===== src/rtl/seven_seg_pkg.sv =====
// Shared constants and types for the seven-segment display encoder.
// Optional build macro: SEVEN_SEG_ACTIVE_LOW_EN selects common-anode
// (inverted) segment drive at the output register.
package seven_seg_pkg;

    localparam int SEG_WIDTH   = 7;
    localparam int DIGIT_WIDTH = 3;

    // Bit positions of each segment within the {g,f,e,d,c,b,a} word
    localparam int SEG_A = 0;
    localparam int SEG_B = 1;
    localparam int SEG_C = 2;
    localparam int SEG_D = 3;
    localparam int SEG_E = 4;
    localparam int SEG_F = 5;
    localparam int SEG_G = 6;

    typedef logic [SEG_WIDTH-1:0]   seg_t;
    typedef logic [DIGIT_WIDTH-1:0] digit_t;

    // Active-high whole-display constants
    localparam seg_t SEG_ALL_OFF = 7'h00;
    localparam seg_t SEG_ALL_ON  = 7'h7F;

    // Active-high glyphs for the octal digits
    localparam seg_t DIGIT_0 = 7'h3F;
    localparam seg_t DIGIT_1 = 7'h06;
    localparam seg_t DIGIT_2 = 7'h5B;
    localparam seg_t DIGIT_3 = 7'h4F;
    localparam seg_t DIGIT_4 = 7'h66;
    localparam seg_t DIGIT_5 = 7'h6D;
    localparam seg_t DIGIT_6 = 7'h7D;
    localparam seg_t DIGIT_7 = 7'h07;

    // Which source wins the segment word on a given cycle
    typedef enum logic [1:0] {
        SRC_DECODE = 2'd0,
        SRC_BLANK  = 2'd1,
        SRC_LAMP   = 2'd2
    } seg_src_e;

    // Convert an active-high pattern to the physical drive polarity.
    // Common-anode panels light a segment when its line is pulled low.
    function automatic seg_t apply_polarity(input seg_t pattern);
`ifdef SEVEN_SEG_ACTIVE_LOW_EN
        return ~pattern;
`else
        return pattern;
`endif
    endfunction

endpackage


===== src/rtl/seven_seg_digit_lut.sv =====
// Combinational octal digit to active-high seven-segment glyph lookup.
module seven_seg_digit_lut
    import seven_seg_pkg::*;
(
    input  logic [2:0] digit,
    output logic [6:0] pattern
);

    // Glyph lookup; the default arm keeps unknown inputs dark instead of X
    always_comb begin
        pattern = SEG_ALL_OFF;
        case (digit)
            3'd0:    pattern = DIGIT_0;
            3'd1:    pattern = DIGIT_1;
            3'd2:    pattern = DIGIT_2;
            3'd3:    pattern = DIGIT_3;
            3'd4:    pattern = DIGIT_4;
            3'd5:    pattern = DIGIT_5;
            3'd6:    pattern = DIGIT_6;
            3'd7:    pattern = DIGIT_7;
            default: pattern = SEG_ALL_OFF;
        endcase
    end

endmodule


===== src/rtl/seven_segment_encoder.sv =====
// Registered 3-bit to seven-segment encoder for one digit of the
// multiplier status display, with blank and lamp-test overrides.
// Optional build macro: SEVEN_SEG_ACTIVE_LOW_EN inverts the final
// segment word for common-anode displays; digit capture is unaffected.
module seven_segment_encoder
    import seven_seg_pkg::*;
(
    input  logic       clk,
    input  logic       rst_n,
    input  logic       en,
    input  logic [2:0] inp,
    input  logic       blank,
    input  logic       lamp_test,
    output logic [6:0] seg_out
);

    digit_t   digit_d;
    digit_t   digit_q;
    seg_t     seg_d;
    seg_t     seg_q;
    seg_t     glyph;
    seg_src_e seg_src;

    // Decode the digit that will be held after this edge, so a fresh load
    // reaches the display with the same single cycle of latency as overrides
    seven_seg_digit_lut u_lut (
        .digit   (digit_d),
        .pattern (glyph)
    );

    // Next digit: capture on enable, otherwise hold the last captured value
    always_comb begin
        digit_d = digit_q;
        if (en) begin
            digit_d = inp;
        end
    end

    // Override priority: lamp test beats blank, blank beats the decoded glyph
    always_comb begin
        seg_src = SRC_DECODE;
        if (lamp_test) begin
            seg_src = SRC_LAMP;
        end else if (blank) begin
            seg_src = SRC_BLANK;
        end
    end

    // Select the active-high segment word and convert it to drive polarity
    always_comb begin
        seg_d = apply_polarity(glyph);
        case (seg_src)
            SRC_LAMP:   seg_d = apply_polarity(SEG_ALL_ON);
            SRC_BLANK:  seg_d = apply_polarity(SEG_ALL_OFF);
            SRC_DECODE: seg_d = apply_polarity(glyph);
            default:    seg_d = apply_polarity(SEG_ALL_OFF);
        endcase
    end

    // State registers; reset clears the digit and darkens the display
    always_ff @(posedge clk) begin
        if (!rst_n) begin
            digit_q <= '0;
            seg_q   <= apply_polarity(SEG_ALL_OFF);
        end else begin
            digit_q <= digit_d;
            seg_q   <= seg_d;
        end
    end

    assign seg_out = seg_q;

endmodule


===== config.mk =====
export PLATFORM = sky130hd
export DESIGN_NAME = seven_segment_encoder
export DESIGN_NICKNAME = d
export VERILOG_FILES = /design/src/rtl/seven_seg_pkg.sv /design/src/rtl/seven_seg_digit_lut.sv /design/src/rtl/seven_segment_encoder.sv
export SDC_FILE = /design/constraint.sdc
export NUM_CORES = 1
export LEC_CHECK = 0
export CORE_AREA = 3 3 40 42
export CTS_CLUSTER_DIAMETER = 150
export CTS_CLUSTER_SIZE = 24
export DETAILED_ROUTE_END_ITERATION = 7
export DIE_AREA = 0 0 43 45
export PLACE_DENSITY_LB_ADDON = 0.08
export SLEW_MARGIN = 15
export SYNTH_ARGS = -nofsm -noshare
export SYNTH_HDL_FRONTEND = slang
export SYNTH_SLANG_ARGS = --single-unit

===== constraint.sdc =====
create_clock -name clk -period 3.4 [get_ports clk]
set_clock_uncertainty 0.05 [all_clocks]
set_input_delay 0.68 -clock clk [delete_from_list [all_inputs] [get_ports clk]]
set_output_delay 0.68 -clock clk [all_outputs]
set_load 0.02 [all_outputs]

==> run summary, run 1 <==
The number of placement rows is 13. The final layout contains routed wiring with a total length of 841 µm. Setup repair after global routing left no endpoint under its margin. The maximum buffer depth of the clock tree came out at 2. TritonCTS built the clock tree. The actual transition at the worst max-transition pin is 0.520 ns. The cell area reported after detailed placement came out at 632 µm². The post-detailed-route via-to-cell ratio came out at 4.75. After floorplanning, the core was sized to cover 0.00128 mm². After synthesis the netlist holds a flip-flop and latch count of 10.

The worst setup path is of the input pin to flip-flop kind. The final count of pins violating max slew came to 0. The synthesized design contains 0 enable-type register cells. The number of antenna repair diodes came out at 0. The global-route met3 utilization came out at 3.59%.

The minimum setup slack after placement came out at 0.806 ns. The area growth from synthesis to layout is 37.3%. The count of cell types in the netlist came out at 21. The count of final hold-check violations was 0. The number of optimization iterations in the first detailed-route pass is 4.

The met2 track demand over resource in global routing came out at 14.7%. The combined global-route utilization of all metal layers is 10.0%. At the worst endpoint, the arrival time is 2.45 ns. The synthesized design spends more area on one cell type than any other, namely sky130_fd_sc_hd__dfxtp_1. In the final layout, the multi-input gates occupy 265 µm². For this run, the number of Yosys warnings is 0. In this run the clock root is driven by a sky130_fd_sc_hd__clkbuf_4. The insertion delay to the later sink of the worst-skew pair is 0.25 ns. The number of top-level pins is 15. The final period demand of the worst path is 2.33 ns. The final instance area came out at 654 µm². The relative slew slack came out at 64.3%.

The fill cell instance count of the final layout is 130. In the post-synthesis netlist, the biggest area contributors are sky130_fd_sc_hd__dfxtp_1 (42%), sky130_fd_sc_hd__ha_1 (13%), sky130_fd_sc_hd__nand3_1 (5.2%), sky130_fd_sc_hd__mux2i_1 (4.2%), sky130_fd_sc_hd__o311ai_2 (3.4%). Buffers placed on the I/O ports in this run total 14. STA classifies the critical path startpoint as an input pin. The post-layout net count came out at 77. The most crowded layer after global routing is met2.

For this run, the top clock speed supported by timing is 429 MHz. The hold-fix buffer count after cts is 0. Cells with a size suffix above 1 make up 11.3% of the layout. The remaining global-route overflow came out at 0.

Setup violations remaining at the end of the flow were counted as 0. The share of synthesized registers carrying an async set or reset came out at 0%. The fraction of post-synthesis cell area in the top cell type by area is 42.0%. The run finished with clean final reports. The floorplan step set the die width to 43 µm. The initial antenna violation count was 0. The final RePlAce weighted congestion is 0.817. After synthesis the cells add up to 477 µm². The power density of the placed cells came out at 420 mW/mm². When the netlist entered floorplanning its net count stood at 59. The area of the die came out at 0.00194 mm². The worst vdd rail ir drop came out at 0.180 mV. The global-route wire length before repair is 1.46 mm. In the post-route analysis, the smallest setup slack over all paths is 1.07 ns. The synthesized instance count is 46. The number of DRC markers after the initial detailed-route iteration came out at 4. Along the worst path, the maximum fanout reaches 6. The worst slack on hold paths came out at 0.639 ns. The share of the clock period used by the worst path is 68.6%. In this run the number of H-tree levels came out at 1. The via total after detailed routing came out at 366. The via count of the first global-routing pass came out at 345.

In this run the post-CTS setup repair buffer count came out at 0. The area taken by flip-flops and latches came out at 200 µm². The final routed wire length divided by cell count came out at 10.9 µm. The quantity of gates resized following cts is 0. The average instance area after synthesis is 10.4 µm². Summing the sequential cell areas from Yosys gives 42.0% of the chip area. The effective utilization at floorplan came out at 37.1%. The static power due to leakage is 0.284 nW. CTS saw 10 sinks. Max-cap violations in this run came to 0.

Entering global routing, the biggest net connects 14 pins. The worst hold-check path type is flip-flop to flip-flop. The most common flop cell mapped by yosys is sky130_fd_sc_hd__dfxtp_1. The met1 capacity usage during global routing is 13.4%. The clock input transition at the sequential cells of the worst setup and hold paths is 0.06 ns.

The final total negative setup slack came out at 0 ns. The post-route antenna net violation count came out at 0. STA classifies the critical path endpoint as a flip-flop.

The vertical die dimension is 45 µm. The most common cell in the synthesized netlist is sky130_fd_sc_hd__dfxtp_1. After detailed routing, the number of remaining DRC violations is 0. By count the netlist is led by sky130_fd_sc_hd__dfxtp_1 (10), sky130_fd_sc_hd__ha_1 (5), sky130_fd_sc_hd__nand3_1 (5). For the worst setup path, the data required time is 3.52 ns. The final total power is 0.000275 W. The number of buffers created by CTS came out at 3.
-- state kept, by name, indices dropped and copies added (netlist names) --
register	count
seg_out	7
digit_q	3
-- metal layers --
layer,wire length (µm),vias up
li1,-,193
met1,432,163
met2,355,8
met3,42,2
met4,11,0
met5,0,-
-- worst max-delay path: stages --
cell	delay [ns]
sky130_fd_sc_hd__clkdlybuf4s50_1	0.60
sky130_fd_sc_hd__mux2i_1	0.52
sky130_fd_sc_hd__inv_1	0.14
sky130_fd_sc_hd__ha_1	0.21
sky130_fd_sc_hd__nor2_1	0.09
sky130_fd_sc_hd__nand3_1	0.12
sky130_fd_sc_hd__o311ai_2	0.10
-- where the power goes --
part           internal [W]  switching, W
registers          0.000127    0.00000240
logic             0.0000341     0.0000336
clock network     0.0000407     0.0000371
-- stage by stage --
stage               cells  util [%]
floorplan              46         -
finish                 77      50.9
global route           77      50.9
detailed placement     74      49.2
CTS                    77      50.9
global placement       74      49.2
-- cell families after synthesis --
kind of cell,Yosys count,synth area share (%)
AOI/OAI and AO/OA,7,12.1
adders and majority gates,5,13.1
buffers and inverters,3,2.36
DFF,10,42.0
muxes,4,10.2
and+or+nand+nor,17,20.2
-- cells in the final DEF, fill, tap and decap left out --
cell type and n:
sky130_fd_sc_hd__dfxtp_1 10, sky130_fd_sc_hd__o21a_1 2, sky130_fd_sc_hd__nor2_1 3, sky130_fd_sc_hd__mux2i_2 1, sky130_fd_sc_hd__nand2_1 2, sky130_fd_sc_hd__nand4b_1 1, sky130_fd_sc_hd__o221ai_1 1, sky130_fd_sc_hd__mux2_4 1
sky130_fd_sc_hd__and2b_1 1, sky130_fd_sc_hd__a21oi_1 2, sky130_fd_sc_hd__nand3_1 5, sky130_fd_sc_hd__and2_1 1, sky130_fd_sc_hd__and2b_2 1, sky130_fd_sc_hd__inv_1 2, sky130_fd_sc_hd__clkbuf_4 3, sky130_fd_sc_hd__ha_1 5
sky130_fd_sc_hd__nand2b_1 1, sky130_fd_sc_hd__mux2i_1 2, sky130_fd_sc_hd__nand3b_1 2, sky130_fd_sc_hd__o311ai_2 1, sky130_fd_sc_hd__clkdlybuf4s50_1 14, sky130_fd_sc_hd__o211ai_1 1
-- worst paths after layout --
kind              start          to  slack, ns  cells past startpoint
max reg2reg  digit_q[1]  seg_out[6]       1.92                      6
min reg2reg  digit_q[2]  seg_out[6]       0.64                      2
max                  en  seg_out[6]       1.07                      7
min          digit_q[2]  seg_out[6]       0.64                      2
-- final cells by class --
class / count / area share [%]
repair buffers: 14 / 21.4
flip-flops and latches: 10 / 30.6
inverters: 2 / 1.15
clock buffers: 3 / 3.44
multi-input cells: 33 / 40.5
well taps: 15 / 2.87
Power figures use the tool's default switching activity.
==> run 2, diff against run 1 <==
==> constraint.sdc (replaced) <==
create_clock -name clk -period 2.2 [get_ports clk]
set_clock_uncertainty 0.05 [all_clocks]
set_input_delay 0.44 -clock clk [delete_from_list [all_inputs] [get_ports clk]]
set_output_delay 0.44 -clock clk [all_outputs]
set_load 0.02 [all_outputs]
==> run summary, run 2 (synthesis results as in run 1) <==
The worst-path maximum fanout is 6 (unchanged). The share of the clock period used by the worst path is 80.2%. The effective utilization at floorplan came to 37.1% (unchanged).

The slowest stage of the critical path is the sky130_fd_sc_hd__clkdlybuf4s50_1 cell. The minimum setup slack after placement is 0.136 ns (-0.670 ns). The fill cell instance count of the final layout is 124 (-4.6%).

The worst setup path is launched from an input pin. The number of antenna repair diodes was 0 (unchanged). The relative slew slack is 73.5% (+9.2 points). The final HPWL from detailed placement came out at 662 µm. The maximum buffer depth of the clock tree is 2 (unchanged).

The post-detailed-route via-to-cell ratio came out at 4.72 (-0.78%). The sequential cell fraction of total power is 42.3% (-4.8 points). The power density of the placed cells is 683 mW/mm² (+63%). The area of the core came out at 0.00128 mm² (unchanged). The quantity of gates resized following cts is 0 (unchanged).

The final RePlAce weighted congestion is 0.694 (-15%). The highest cell delay on the worst timing path was 0.53 ns (-0.07 ns). The number of max-cap violations came out at 0 (unchanged). The number of flip-flops under the largest register name is 7 (unchanged). The number of instances in the placed design came out at 77 (+4.1%). The final count of pins violating max slew is 0 (unchanged). The static power due to leakage came to 0.305 nW (+7.5%). The post-route antenna net violation count came out at 0 (unchanged). In the layout the commonest cells are sky130_fd_sc_hd__clkdlybuf4s50_1 (14), sky130_fd_sc_hd__dfxtp_1 (10), sky130_fd_sc_hd__nand3_1 (5), sky130_fd_sc_hd__ha_1 (5). The critical path goes through clkdlybuf4s50_1 -> mux2i_1 -> buf_4 -> inv_1 -> ha_1 -> nor2_1 -> nand3_1 -> o311ai_2. The insertion delay to the later sink of the worst-skew pair came to 0.26 ns (about the same).

The final instance area came out at 691 µm² (+5.5%). The via count of the first global-routing pass came out at 336 (-2.6%). The number of buffers created by CTS is 3 (unchanged). The count of buffers added by post-CTS timing repair for setup came out at 0 (unchanged). The number of optimization iterations in the first detailed-route pass came out at 5 (+1).

Static timing analysis puts the maximum clock frequency at 567 MHz. The die span in x is 43 µm (unchanged). The final total power came out at 0.000472 W (+72%).

TritonCTS built the clock tree. The hold-fix buffer count after cts came out at 0 (unchanged). The cell sitting at the root of the clock tree is a sky130_fd_sc_hd__clkbuf_4. The via total after detailed routing was 382 (+4.4%).

The total routed wirelength is 853 µm (+1.4%). The count of final hold-check violations is 0 (unchanged). The number of setup violations in the final report came out at 0 (unchanged). Setup repair after global routing left no endpoint under its margin. The endpoint kind of the worst setup timing path is a flip-flop.

The design internal power came out at 0.000354 W (+75%). The TritonCTS sink count came to 10 (unchanged). The actual transition at the worst max-transition pin was 0.396 ns (-0.124 ns). Compared with the post-synthesis result, the final layout area differs by 44.9%. The final routed wire length divided by cell count is 10.5 µm (-3.6%). The combined global-route utilization of all metal layers was 10.5% (+0.42 points).

The net switching fraction of the power came out at 25.0% (-1.5 points). The worst hold-check path type is flip-flop to flip-flop. The reported net switching power is 0.000118 W (+62%).

The arrival time of the worst setup path came to 1.89 ns (-0.56 ns). The global-route wire length before repair came out at 1.44 mm (-1.4%). The initial antenna violation count came out at 0 (unchanged). The part of the power in combinational logic is 23.1% (-1.5 points). The number of DRC markers after the initial detailed-route iteration came to 5 (+1). The pin count of the biggest net entering global routing is 14 (unchanged). The number of input and output port buffers inserted came out at 14 (unchanged).

The minimum setup slack in the final design is 0.436 ns (-0.633 ns). The data required time at the worst endpoint is 2.33 ns (-1.19 ns). The final total negative setup slack came out at 0 ns (unchanged). The number of top-level pins is 15 (unchanged). The number of placement rows is 13 (unchanged). The run finished with clean final reports. The number of non-filler instances in the completed layout is 81 (+5.2%). The post-layout net count is 80 (+3.9%). The clock power share came out at 34.5% (+6.2 points). The remaining global-route overflow is 0 (unchanged). The smallest clock period supported by the final layout is computed as 1.76 ns.

The vertical die dimension is 45 µm (unchanged). The H-tree depth reported by CTS came out at 1 (unchanged). The fraction of final layout cells sized beyond drive strength 1 is 16.7% (+5.4 points). The cell area reported after detailed placement is 654 µm² (+3.6%). The clock input transition at the sequential cells of the worst setup and hold paths is 0.07 ns (about the same). The most common cell after layout, fill and taps aside is sky130_fd_sc_hd__clkdlybuf4s50_1. The worst vdd rail ir drop was 0.406 mV (+130%). The area of the die came out at 0.00194 mm² (unchanged).

The setup path with the least slack is of type input pin to flip-flop. The number of DRC violations after detailed routing is 0 (unchanged).
run 2: cell types whose count changed in the layout (fill, tap and decap cells not counted), sizes merged:
cell / before / now
clkbuf: 3 / 4
buf: 0 / 3
run 2: power by group through the flow:
stage / Sequential [W] / Combinational [W] / Clock (W)
floorplan: 0.000219 / 0.0000422 / 0
global placement: 0.000204 / 0.000110 / 0
detailed placement: 0.000204 / 0.000110 / 0
CTS: 0.000200 / 0.000110 / 0.000168
global route: 0.000201 / 0.000120 / 0.000183
finish: 0.000200 / 0.000109 / 0.000163
run 2: worst max-delay path, delay by kind of cell:
kind,cells,cell delay (ns)
AO/OA/AOI/OAI,1,0.10
adder cells (fa/ha/maj),1,0.19
buffers and inverters,3,0.75
multiplexers,1,0.20
AND/OR/NAND/NOR,2,0.21
run 2: cell type report:
cell class,count,area [µm²],area share [%]
timing repair buffer,17,163,23.6
tap,15,18.8,2.72
inverter,2,7.51,1.09
clock buffer,4,36.3,5.25
sequential,10,200,29.0
multi-input combinational,33,265,38.4
run 2: routing by layer:
| layer | wire length (µm) | global-route usage [%] | vias to the layer above |
|---|---|---|---|
| met2 | 400 | 17.1 | 9 |
| met3 | 63 | 7.17 | 0 |
| met1 | 390 | 11.5 | 170 |
| li1 | - | - | 203 |
| met5 | 0 | 0 | - |
| met4 | 0 | 1.81 | 0 |
run 2: final timing paths:
path,to,start,cells past startpoint,slack [ns]
hold reg to reg,seg_out[4],digit_q[2],2,0.62
setup / recovery,seg_out[6],en,8,0.44
hold / removal,seg_out[4],digit_q[2],2,0.62
setup reg to reg,seg_out[6],digit_q[0],7,0.94
run 2: through the flow:
step / hold WS, ns / util, %
floorplan: 0.514 / -
global placement: 0.600 / 50.9
detailed placement: 0.606 / 50.9
CTS: 0.625 / 53.7
global route: 0.665 / 53.7
finish: 0.619 / 53.7
